==> config.mk <==
export PLATFORM = sky130hd
export DESIGN_NAME = serial_adder_flat
export DESIGN_NICKNAME = d
export VERILOG_FILES = /design/src/rtl/serial_adder_if.sv /design/src/rtl/serial_adder.sv /design/src/flat_wrapper.sv
export SDC_FILE = /design/constraint.sdc
export NUM_CORES = 1
export LEC_CHECK = 0
export BUFFER_PORTS_ARGS = -buffer_cell sky130_fd_sc_hd__buf_2
export CORE_ASPECT_RATIO = 0.9
export CORE_UTILIZATION = 50
export DETAILED_ROUTE_END_ITERATION = 16
export GPL_TIMING_DRIVEN = 0
export PLACE_DENSITY = 0.74
export REMOVE_ABC_BUFFERS = 1
export SYNTH_ARGS = -nofsm -noshare
export SYNTH_HDL_FRONTEND = slang
export SYNTH_SLANG_ARGS = --single-unit
==> constraint.sdc <==
create_clock -name clk -period 1.7 [get_ports clk]
set_input_delay 0.17 -clock clk [delete_from_list [all_inputs] [get_ports clk]]
set_output_delay 0.17 -clock clk [all_outputs]
set_load 0.03 [all_outputs]
==> src/rtl/serial_adder_if.sv <==
// Operand/result bundle for serial_adder; V exists only when SERIAL_ADDER_OVF_EN is defined.
interface serial_adder_if #(
    parameter int WIDTH = 8
);
    logic             start;
    logic [WIDTH-1:0] A;
    logic [WIDTH-1:0] B;
    logic             Ci;
    logic [WIDTH-1:0] Y;
    logic             Co;
    logic             busy;
    logic             done;
`ifdef SERIAL_ADDER_OVF_EN
    logic             V;
`endif

    modport master (
        output start, A, B, Ci,
`ifdef SERIAL_ADDER_OVF_EN
        input  V,
`endif
        input  Y, Co, busy, done
    );

    modport slave (
        input  start, A, B, Ci,
`ifdef SERIAL_ADDER_OVF_EN
        output V,
`endif
        output Y, Co, busy, done
    );
endinterface

==> src/rtl/serial_adder.sv <==
// Bit-serial adder: one full-adder slice, WIDTH cycles per sum, LSB first.
// Define SERIAL_ADDER_OVF_EN to add the two's-complement overflow output V.
module serial_adder #(
    parameter int WIDTH = 8
) (
    input  logic           clk,
    input  logic           rst,
    serial_adder_if.slave  sa_if
);
    localparam int CW = $clog2(WIDTH);

    typedef enum logic [1:0] {IDLE, SHIFT, DONE} state_t;

    state_t           state_q, state_d;
    logic [WIDTH-1:0] a_sr, b_sr, y_q;
    logic [CW-1:0]    cnt;
    logic             c_q, co_q;
    logic             sum, cout, last;
    logic             busy_c, done_c;

    assign sum  = a_sr[0] ^ b_sr[0] ^ c_q;
    assign cout = (a_sr[0] & b_sr[0]) | (a_sr[0] & c_q) | (b_sr[0] & c_q);
    assign last = (cnt == CW'(WIDTH - 1));

    always_ff @(posedge clk) begin
        if (rst) state_q <= IDLE;
        else     state_q <= state_d;
    end

    always_comb begin
        state_d = state_q;
        busy_c  = 1'b0;
        done_c  = 1'b0;
        unique case (state_q)
            IDLE:  if (sa_if.start) state_d = SHIFT;
            SHIFT: begin
                busy_c = 1'b1;
                if (last) state_d = DONE;
            end
            DONE: begin
                done_c  = 1'b1;
                state_d = IDLE;
            end
            default: state_d = IDLE;
        endcase
    end

    // a_sr doubles as the result register: sum bits enter at the MSB as operand bits leave at the LSB.
    always_ff @(posedge clk) begin
        if (rst) begin
            a_sr <= '0;
            b_sr <= '0;
            c_q  <= 1'b0;
            cnt  <= '0;
            y_q  <= '0;
            co_q <= 1'b0;
        end else begin
            unique case (state_q)
                IDLE: if (sa_if.start) begin
                    a_sr <= sa_if.A;
                    b_sr <= sa_if.B;
                    c_q  <= sa_if.Ci;
                    cnt  <= '0;
                end
                SHIFT: begin
                    a_sr <= {sum, a_sr[WIDTH-1:1]};
                    b_sr <= {1'b0, b_sr[WIDTH-1:1]};
                    c_q  <= cout;
                    if (last) begin
                        y_q  <= {sum, a_sr[WIDTH-1:1]};
                        co_q <= cout;
                    end else begin
                        cnt <= cnt + 1'b1;
                    end
                end
                default: ;
            endcase
        end
    end

`ifdef SERIAL_ADDER_OVF_EN
    logic v_q;

    // c_q on the final slice is the carry into the MSB.
    always_ff @(posedge clk) begin
        if (rst)                        v_q <= 1'b0;
        else if (state_q == SHIFT && last) v_q <= c_q ^ cout;
    end

    assign sa_if.V = v_q;
`endif

    assign sa_if.Y    = y_q;
    assign sa_if.Co   = co_q;
    assign sa_if.busy = busy_c;
    assign sa_if.done = done_c;
endmodule

==> src/flat_wrapper.sv <==
// flat-port wrapper written by rule: the top's interface ports become plain ports
module serial_adder_flat 
#(
    parameter int WIDTH = 8
)
  (clk, rst, sa_if_start, sa_if_A, sa_if_B, sa_if_Ci, sa_if_Y, sa_if_Co, sa_if_busy, sa_if_done);
  serial_adder_if #(.WIDTH(WIDTH)) sa_if_i ();
  input  logic clk;
  input  logic rst;
  input wire logic [$bits(sa_if_i.start)-1:0] sa_if_start;
  input wire logic [$bits(sa_if_i.A)-1:0] sa_if_A;
  input wire logic [$bits(sa_if_i.B)-1:0] sa_if_B;
  input wire logic [$bits(sa_if_i.Ci)-1:0] sa_if_Ci;
  output wire logic [$bits(sa_if_i.Y)-1:0] sa_if_Y;
  output wire logic [$bits(sa_if_i.Co)-1:0] sa_if_Co;
  output wire logic [$bits(sa_if_i.busy)-1:0] sa_if_busy;
  output wire logic [$bits(sa_if_i.done)-1:0] sa_if_done;
  assign sa_if_i.start = sa_if_start;
  assign sa_if_i.A = sa_if_A;
  assign sa_if_i.B = sa_if_B;
  assign sa_if_i.Ci = sa_if_Ci;
  assign sa_if_Y = sa_if_i.Y;
  assign sa_if_Co = sa_if_i.Co;
  assign sa_if_busy = sa_if_i.busy;
  assign sa_if_done = sa_if_i.done;
  serial_adder #(.WIDTH(WIDTH)) u_core (.clk(clk), .rst(rst), .sa_if(sa_if_i));
endmodule
After elaboration in Yosys (flattened, before gate mapping)
Cells that the tools add are included.
{ "classes": {"addsub": 1, "eq_ne": 6, "muxes": 14, "bitwise_logic": 7, "n_reduce_logical": 6} }
{ "op_table": {"columns": ["op", "count"], "rows": [
  ["$pmux 8 s2", 2],
  ["$mux 8", 2],
  ["$mux 3", 2],
  ["$pmux 3 s2", 1],
  ["$reduce_and 2->1", 3],
  ["$mux 2", 2],
  ["$ne 2x2->1 const B", 2],
  ["$pmux 2 s2", 1],
  ["$add 3x1->3 const B", 1],
  ["$and 1x1->1", 3],
  ["$eq 3x3->1 const B", 1],
  ["$mux 1", 3],
  ["$reduce_and 3->1", 1],
  ["$eq 2x1->1 const B", 1],
  ["$eq 2x2->1 const B", 1],
  ["$logic_not 2->1", 1],
  ["$ne 2x1->1 const B", 1],
  ["$or 1x1->1", 2],
  ["$pmux 1 s2", 1],
  ["$reduce_bool 2->1", 1],
  ["$xor 1x1->1", 2]
]} }
{ "totals": {"ff_bits": 31, "inputBits": 20, "output_inout_bits": 11, "elab_cells": 41} }

Logic depth before layout (Yosys ltp)
Gate-level depths: netlist (run 1).
{ "depth": {"depth_word": 4, "mapped_depth": 6, "ltp_nobuf": 5} }

Worst setup path after synthesis (run 1)
No wires, ideal clock.
{ "synth_path": {"path_kind": "reg-to-reg", "start": "reg u_core.cnt[0]", "end": "reg u_core.y_q[0], in the netlist u_core.sa_if.Y[0]", "setup_ns": 0.134, "arrival_time_ns": 1.224, "t_required_ns": 1.566, "setup_slack_ns": 0.342, "path_stages_with_launch": 7, "path_buffers": 1, "synth_period_minus_slack_ns": 1.358, "path_cell_list": "dfxtp_1 -> ha_1 -> ha_1 -> nand3b_1 -> buf_6 -> mux2i_1 -> nor2_1"} }
{ "synth_via": {"elab_chain_cells": 2} }
{ "synth_lines": {"columns": ["item", "line_no", "source"], "rows": [
  ["from (decl)", "serial_adder.sv:16", "logic [CW-1:0] cnt;"],
  ["from (signal assigned)", "serial_adder.sv:73", "cnt <= cnt + 1'b1;"],
  ["$eq 3x3->1", "serial_adder.sv:23", "assign last = (cnt == CW'(WIDTH - 1));"],
  ["$reduce_and 2->1 (no line)", null, null],
  ["to (signal assigned)", "serial_adder.sv:70", "y_q <= {sum, a_sr[WIDTH-1:1]};"],
  ["to (decl)", "serial_adder.sv:15", "logic [WIDTH-1:0] a_sr, b_sr, y_q;"]
]} }
Every way passes these cells.
A chain may end at the register's enable or synchronous reset.

Final worst setup path (run 1)
{ "layout_path": {"start": "reg u_core.state_q[0]", "end": "reg u_core.b_sr[3]"} }
{ "layout_via": {"elab_chain_cells": 3, "elab_cells_between_ends": 6, "classes_between": "eq/ne: 2; mux: 1; reduce/logical: 3"} }
{ "layout_lines": {"columns": ["item", "line_no", "source"], "rows": [
  ["from (decl)", "serial_adder.sv:14", "state_t state_q, state_d;"],
  ["from (signal assigned)", "serial_adder.sv:27", "else state_q <= state_d;"],
  ["$eq 2x1->1 / $logic_not 2->1 (equally long branches)", "serial_adder.sv:58", "unique case (state_q)"],
  ["$reduce_bool 2->1 (no line) / $ne 2x2->1 (equally long branches)", null, null],
  ["$reduce_and 2->1 (no line)", null, null],
  ["to (signal assigned)", "serial_adder.sv:61", "b_sr <= sa_if.B;"],
  ["to (signal assigned)", "serial_adder.sv:67", "b_sr <= {1'b0, b_sr[WIDTH-1:1]};"],
  ["to (decl)", "serial_adder.sv:15", null]
]} }
Parallel ways exist; a longest one is shown, timed or not.

==> impl_metrics.csv, run 1 <==
group,metric,value,unit
floorplan,die_area,0.003151,mm²
worst_setup_path,critPathMaxFanout,32,
worst_setup_path,r2r-end,"u_core.b_sr[3]",
detailed_routing,num_vias,1083,
pwr,power_leakage,0.7365,nW
synthesis,netlist_instances,135,
cts,tritoncts,"built",
cells_and_area,drive_gt1_share,38.27,%
worst_setup_path,cp_cell_sequence,"o21ba_4 -> nor2_1 -> a211oi_2",
sta,setup-tns-final,0,ns
cts,htreeDepth,2,
worst_setup_path,reg2reg_depth,3,
sta,finalSetupViolations,0,
synthesis,syn_area_per_cell,10.85,µm²
worst_setup_path,cp_slowest_stage_delay,0.62,ns
detailed_routing,dr.first_iter.drc_count,29,
global_routing,grt_pass1_wl,4333,µm
hold_path,hp-class,"input port to register",
synthesis,yosys_warnings,0,
cells_and_area,antenna-diode-count,0,
sta,fmax,646.1,MHz
detailed_routing,avgRoutedWirePerCell,12.44,µm
place,io_buffers,30,
detailed_routing,drcViolationCount,0,
floorplan,die_y,53.36,µm
hold_path,hold_path_depth,3,
worst_setup_path,crit_type,"register to register",
sta,fin_crit_sh,91.04,%
worst_setup_path,r2r_slack,0.15,ns
detailed_routing,via_per_inst,5.361,
worst_setup_path,r2r-start,"u_core.state_q[0]",
synthesis,synthDistinctLibCells,25,
global_routing,grt.overflow.total,0,
detailed_routing,wirelength,2513,µm
sta,worst_slew_pin_slew,0.6718,ns
cts,ctsHoldBuffers,0,
worst_setup_path,start_kind,"register",
pwr,p_total,1.366,mW
worst_setup_path,arrival,1.79,ns
cells_and_area,synthToLayoutAreaGrowth,11.10,%
floorplan,io_pins,31,
detailed_routing,dr.pass1.iters,4,
hold_path,worstHoldStart,"sa_if_B[7]",
cts,cts.sinks,31,
cts,cts_buffers,5,
sta,fin_skew,0.003315,ns
synthesis,syn_area,0.001465,mm²
sta,fin_crit,1.548,ns
global_routing,grt_max_degree,33,
outcome,outcome,"finished clean",
sta,slew_violations,0,
sta,slew_headroom,55.21,%
floorplan,core_area,0.002770,mm²
global_routing,antenna_found_initial,0,
synthesis,seq_area_frac_synth,42.36,%
worst_setup_path,end_kind,"register",
pwr,peakVddDrop,0.5698,mV
cells_and_area,fin_nets,186,
cells_and_area,final_cell_mix,"buf_2, dfxtp_1, mux2i_1",
place,gp_congestion,0.6776,
flow_run,drv_cap,0,
synthesis,synth-seq-cells,31,
worst_setup_path,required,1.95,ns
global_routing,first_global_vias,989,
detailed_routing,postRouteAntennaNets,0,
hold_path,whs_endpoint,"u_core.b_sr[7]",
worst_setup_path,worst_path_max_delay_cell,"dfxtp_4",
cts,clockBufferDepth,2,
place,dp_hpwl,1699,µm
sta,worst_hold_slack,0.1143,ns
cts,path_clk_slew,0.08,ns
cells_and_area,num-fill-cells,265,
floorplan,rows,18,
cts,clock_latency,0.33,ns
floorplan,initial_utilization,52.89,%
global_routing,grt_usage,19.47,%
floorplan,die_w,59.06,µm
sta,hold_violations,0,
sta,rsz0062_at_grt,"no",
cts,cts-root-buf,"clkbuf_4",
pwr,power_density,839.4,mW/mm²
-- cell families (layout without fill, tap and decap cells) --
kind of cell | Yosys count | count (layout) | share of synthesized area [%]
compound gates | 23 | 23 | 16.82
fa+ha+maj | 3 | 3 | 3.074
buf+inv | 11 | 38 | 6.404
flops | 31 | 31 | 42.36
mux | 26 | 26 | 17.76
simple gates | 41 | 41 | 13.58
-- critical path: cells and delay by family, from the launching register on --
kind | cells | cell delay, ns
AOI/OAI and AO/OA | 2 | 0.73
DFF | 1 | 0.62
and+or+nand+nor | 1 | 0.10
-- layout make-up --
class                   count  area, µm²  area share [%]
repair buffers             31      157.7           9.685
clock buffers               6      41.29           2.537
inverters                   1      3.754          0.2306
multi-input cells          93      750.7           46.12
flip-flops and latches     31      624.3           38.36
well taps                  40      50.05           3.075
-- worst max-delay path by stage --
| stage | start | endpoint | cells past startpoint |
|---|---|---|---|
| floorplan | u_core.state_q[0] | u_core.sa_if.Co | 3 |
| global placement | u_core.state_q[0] | u_core.sa_if.Y[1] | 3 |
| detailed placement | u_core.state_q[0] | u_core.sa_if.Co | 3 |
| CTS | u_core.state_q[0] | u_core.b_sr[5] | 3 |
| global route | u_core.state_q[0] | u_core.b_sr[3] | 3 |
| finish | u_core.state_q[0] | u_core.b_sr[3] | 3 |
-- flip-flops by register name, summed over array words and instances (netlist names) --
name / count
u_core.a_sr: 8
u_core.b_sr: 8
u_core.c_q: 1
u_core.cnt: 3
u_core.sa_if.Co: 1
u_core.sa_if.Y: 8
u_core.state_q: 2
-- cells in the mapped netlist --
library cell   n  area [µm²]
nor4b_1        1       8.760
ha_1           2       25.02
nand3b_1       1       7.510
a21oi_1        1       5.000
nor3_1         1       5.000
nand2_1        3       11.26
buf_6          5       56.30
inv_1          1       3.750
nor2b_1        2       12.51
o21bai_1       1       7.510
nor2_1        19       71.32
a31oi_1        3       18.77
buf_8          1       15.01
nor2_2        10       62.56
buf_4          1       7.510
a211oi_2      14       175.2
a211oi_1       2       15.01
clkbuf_1       1       3.750
buf_1          2       7.510
dfxtp_1       31       620.6
o21ba_4        1       16.27
fa_1           1       20.02
mux2i_1       26       260.3
a32oi_1        1       8.760
nand3_1        4       20.02
-- what timing repair did --
action,in CTS,in global routing
setup buffers,1,0
resized for setup,2,0
endpoints found under the setup margin,33,1
pin swaps,1,1
endpoints found under the hold margin,0,0
-- power by group --
group	internal (mW)	total, mW	switching [mW]
sequential	0.766	0.813	0.0475
clock	0.147	0.372	0.225
combinational	0.0907	0.181	0.0904
total	1.00	1.37	0.363
-- per-layer routing --
metal	global-route usage, %	routed length [µm]
met3	8.557	156
met4	8.333	34
met2	33.71	1250
met1	20.51	1071
met5	0	0
-- stage by stage --
stage | worst slack, ns | util, % | area, µm² | cells
floorplan | -0.3224 | - | 1375 | 125
global route | 0.02300 | 58.76 | 1628 | 202
finish | 0.1523 | 58.76 | 1628 | 202
CTS | 0.1017 | 58.76 | 1628 | 202
detailed placement | -0.8973 | 56.87 | 1575 | 195
global placement | -0.8325 | 56.87 | 1575 | 195
No activity file was read; power rests on OpenSTA's default activity.
==> run 2: changes to the inputs <==
clock period = 1.8 ns   (was 1.7 ns; I/O delays follow)
==> impl_metrics.csv, run 2 (same netlist as run 1, synthesis figures left out) <==
group,metric,value,unit
worst_setup_path,arrival,1.82,ns
floorplan,initial_utilization,52.89,%
cts,cts.sinks,31,
cts,ctsHoldBuffers,0,
cells_and_area,fin_util,58.76,%
outcome,outcome,"finished clean",
pwr,p_int,0.9475,mW
sta,hold_violations,0,
worst_setup_path,start_kind,"register",
floorplan,die_w,59.06,µm
detailed_routing,num_vias,1074,
global_routing,grt_usage,19.47,%
cells_and_area,final_cell_mix,"buf_2, dfxtp_1, mux2i_1",
place,place_inst,195,
hold_path,worstHoldStart,"sa_if_B[7]",
worst_setup_path,cp_slowest_stage_delay,0.61,ns
pwr,power_leakage,0.7368,nW
cells_and_area,drive_gt1_share,38.27,%
sta,fmax,637.6,MHz
sta,setup-tns-final,0,ns
global_routing,grt.overflow.total,0,
flow_run,drv_cap,0,
pwr,p_total,1.293,mW
cells_and_area,fin_nets,186,
floorplan,core_area,0.002770,mm²
worst_setup_path,worst_path_max_delay_cell,"dfxtp_4",
sta,worst_slew_pin_slew,0.6734,ns
cts,clockBufferDepth,2,
pwr,seq_power_share,59.4,%
hold_path,whs_endpoint,"u_core.b_sr[7]",
cts,cts-root-buf,"clkbuf_4",
pwr,p_sw,0.3450,mW
hold_path,hp-class,"input port to register",
sta,slew_headroom,55.11,%
place,gp_congestion,0.6776,
detailed_routing,wirelength,2518,µm
detailed_routing,drcViolationCount,0,
sta,rsz0062_at_grt,"no",
detailed_routing,dr.first_iter.drc_count,22,
cts,tritoncts,"built",
worst_setup_path,cp_cell_sequence,"o21ba_4 -> nor2_1 -> a211oi_2",
cells_and_area,synthToLayoutAreaGrowth,11.10,%
sta,finalSetupViolations,0,
worst_setup_path,r2r-start,"u_core.state_q[0]",
detailed_routing,avgRoutedWirePerCell,12.47,µm
sta,slew_violations,0,
cts,htreeDepth,2,
global_routing,grt_pass1_wl,4333,µm
floorplan,die_y,53.36,µm
pwr,power_frac_comb,13.2,%
worst_setup_path,end_kind,"register",
global_routing,first_global_vias,989,
cts,cts_buffers,5,
worst_setup_path,reg2reg_depth,3,
global_routing,grt_max_degree,33,
place,io_buffers,30,
worst_setup_path,required,2.05,ns
place,dp_hpwl,1699,µm
pwr,p_sw_share,26.70,%
floorplan,io_pins,31,
cts,clock_latency,0.33,ns
worst_setup_path,r2r_slack,0.23,ns
worst_setup_path,r2r-end,"u_core.b_sr[3]",
detailed_routing,via_per_inst,5.317,
pwr,peakVddDrop,0.5381,mV
worst_setup_path,crit_type,"register to register",
floorplan,die_area,0.003151,mm²
cells_and_area,final_cells,202,
cells_and_area,antenna-diode-count,0,
worst_setup_path,critPathMaxFanout,32,
sta,worst_slack,0.2317,ns
cts,path_clk_slew,0.08,ns
sta,fin_skew,0.002158,ns
pwr,power_density,794.0,mW/mm²
hold_path,hold_path_depth,3,
floorplan,rows,18,
pwr,p_clk_share,27.3,%
detailed_routing,postRouteAntennaNets,0,
global_routing,antenna_found_initial,0,
sta,fin_crit_sh,87.13,%
sta,fin_crit,1.568,ns
place,post-place-ws,-0.7973,ns
detailed_routing,dr.pass1.iters,4,
[run 2: critical path: cells and delay by family (launching register included)]
family,cells,cell delay (ns)
flops,1,0.61
simple gates,1,0.10
compound gates,2,0.76
[run 2: what timing repair did]
| action | in CTS | in global routing |
|---|---|---|
| setup buffers | 1 | 0 |
| endpoints found under the setup margin | 32 | 0 |
| gates resized for setup | 2 | 0 |
[run 2: final cells by class]
type | instances | area, µm²
well taps | 40 | 50.05
clock buffers | 6 | 41.29
flip-flops and latches | 31 | 624.3
fillers | 265 | 1142
repair buffers | 31 | 157.7
multi-input cells | 93 | 750.7
inverters | 1 | 3.754
[run 2: worst max path at each step]
stage	from	end	slack, ns	cells past startpoint
after floorplan	u_core.state_q[0]	u_core.sa_if.Co	-0.22	3
after global placement	u_core.state_q[0]	u_core.sa_if.Y[1]	-0.73	3
after detailed placement	u_core.state_q[0]	u_core.sa_if.Co	-0.80	3
after CTS	u_core.state_q[0]	u_core.b_sr[5]	0.20	3
after global routing	u_core.state_q[0]	u_core.b_sr[3]	0.1	3
final	u_core.state_q[0]	u_core.b_sr[3]	0.23	3
[run 2: through the flow]
step	hold WS (ns)	instance area, µm²
2_1_floorplan	0.2446	1375
3_3_place_gp	0.4482	1575
3_5_place_dp	0.4645	1575
4_1_cts	0.1195	1628
5_1_grt	0.1400	1628
6_report	0.1274	1628
[run 2: metal layers]
metal,wire length (µm),vias to the layer above,track usage [%]
met5,0,-,0
met4,36,0,8.333
met3,145,6,8.557
met2,1254,24,33.71
met1,1081,506,20.51
li1,-,538,-
[run 2: power groups by stage]
stage / Clock, mW / Combinational, mW / Sequential (mW)
6_report: 0.353 / 0.171 / 0.768
5_1_grt: 0.403 / 0.190 / 0.775
4_1_cts: 0.365 / 0.173 / 0.768
3_5_place_dp: 0 / 0.175 / 0.784
3_3_place_gp: 0 / 0.167 / 0.782
2_1_floorplan: 0 / 0.123 / 0.774
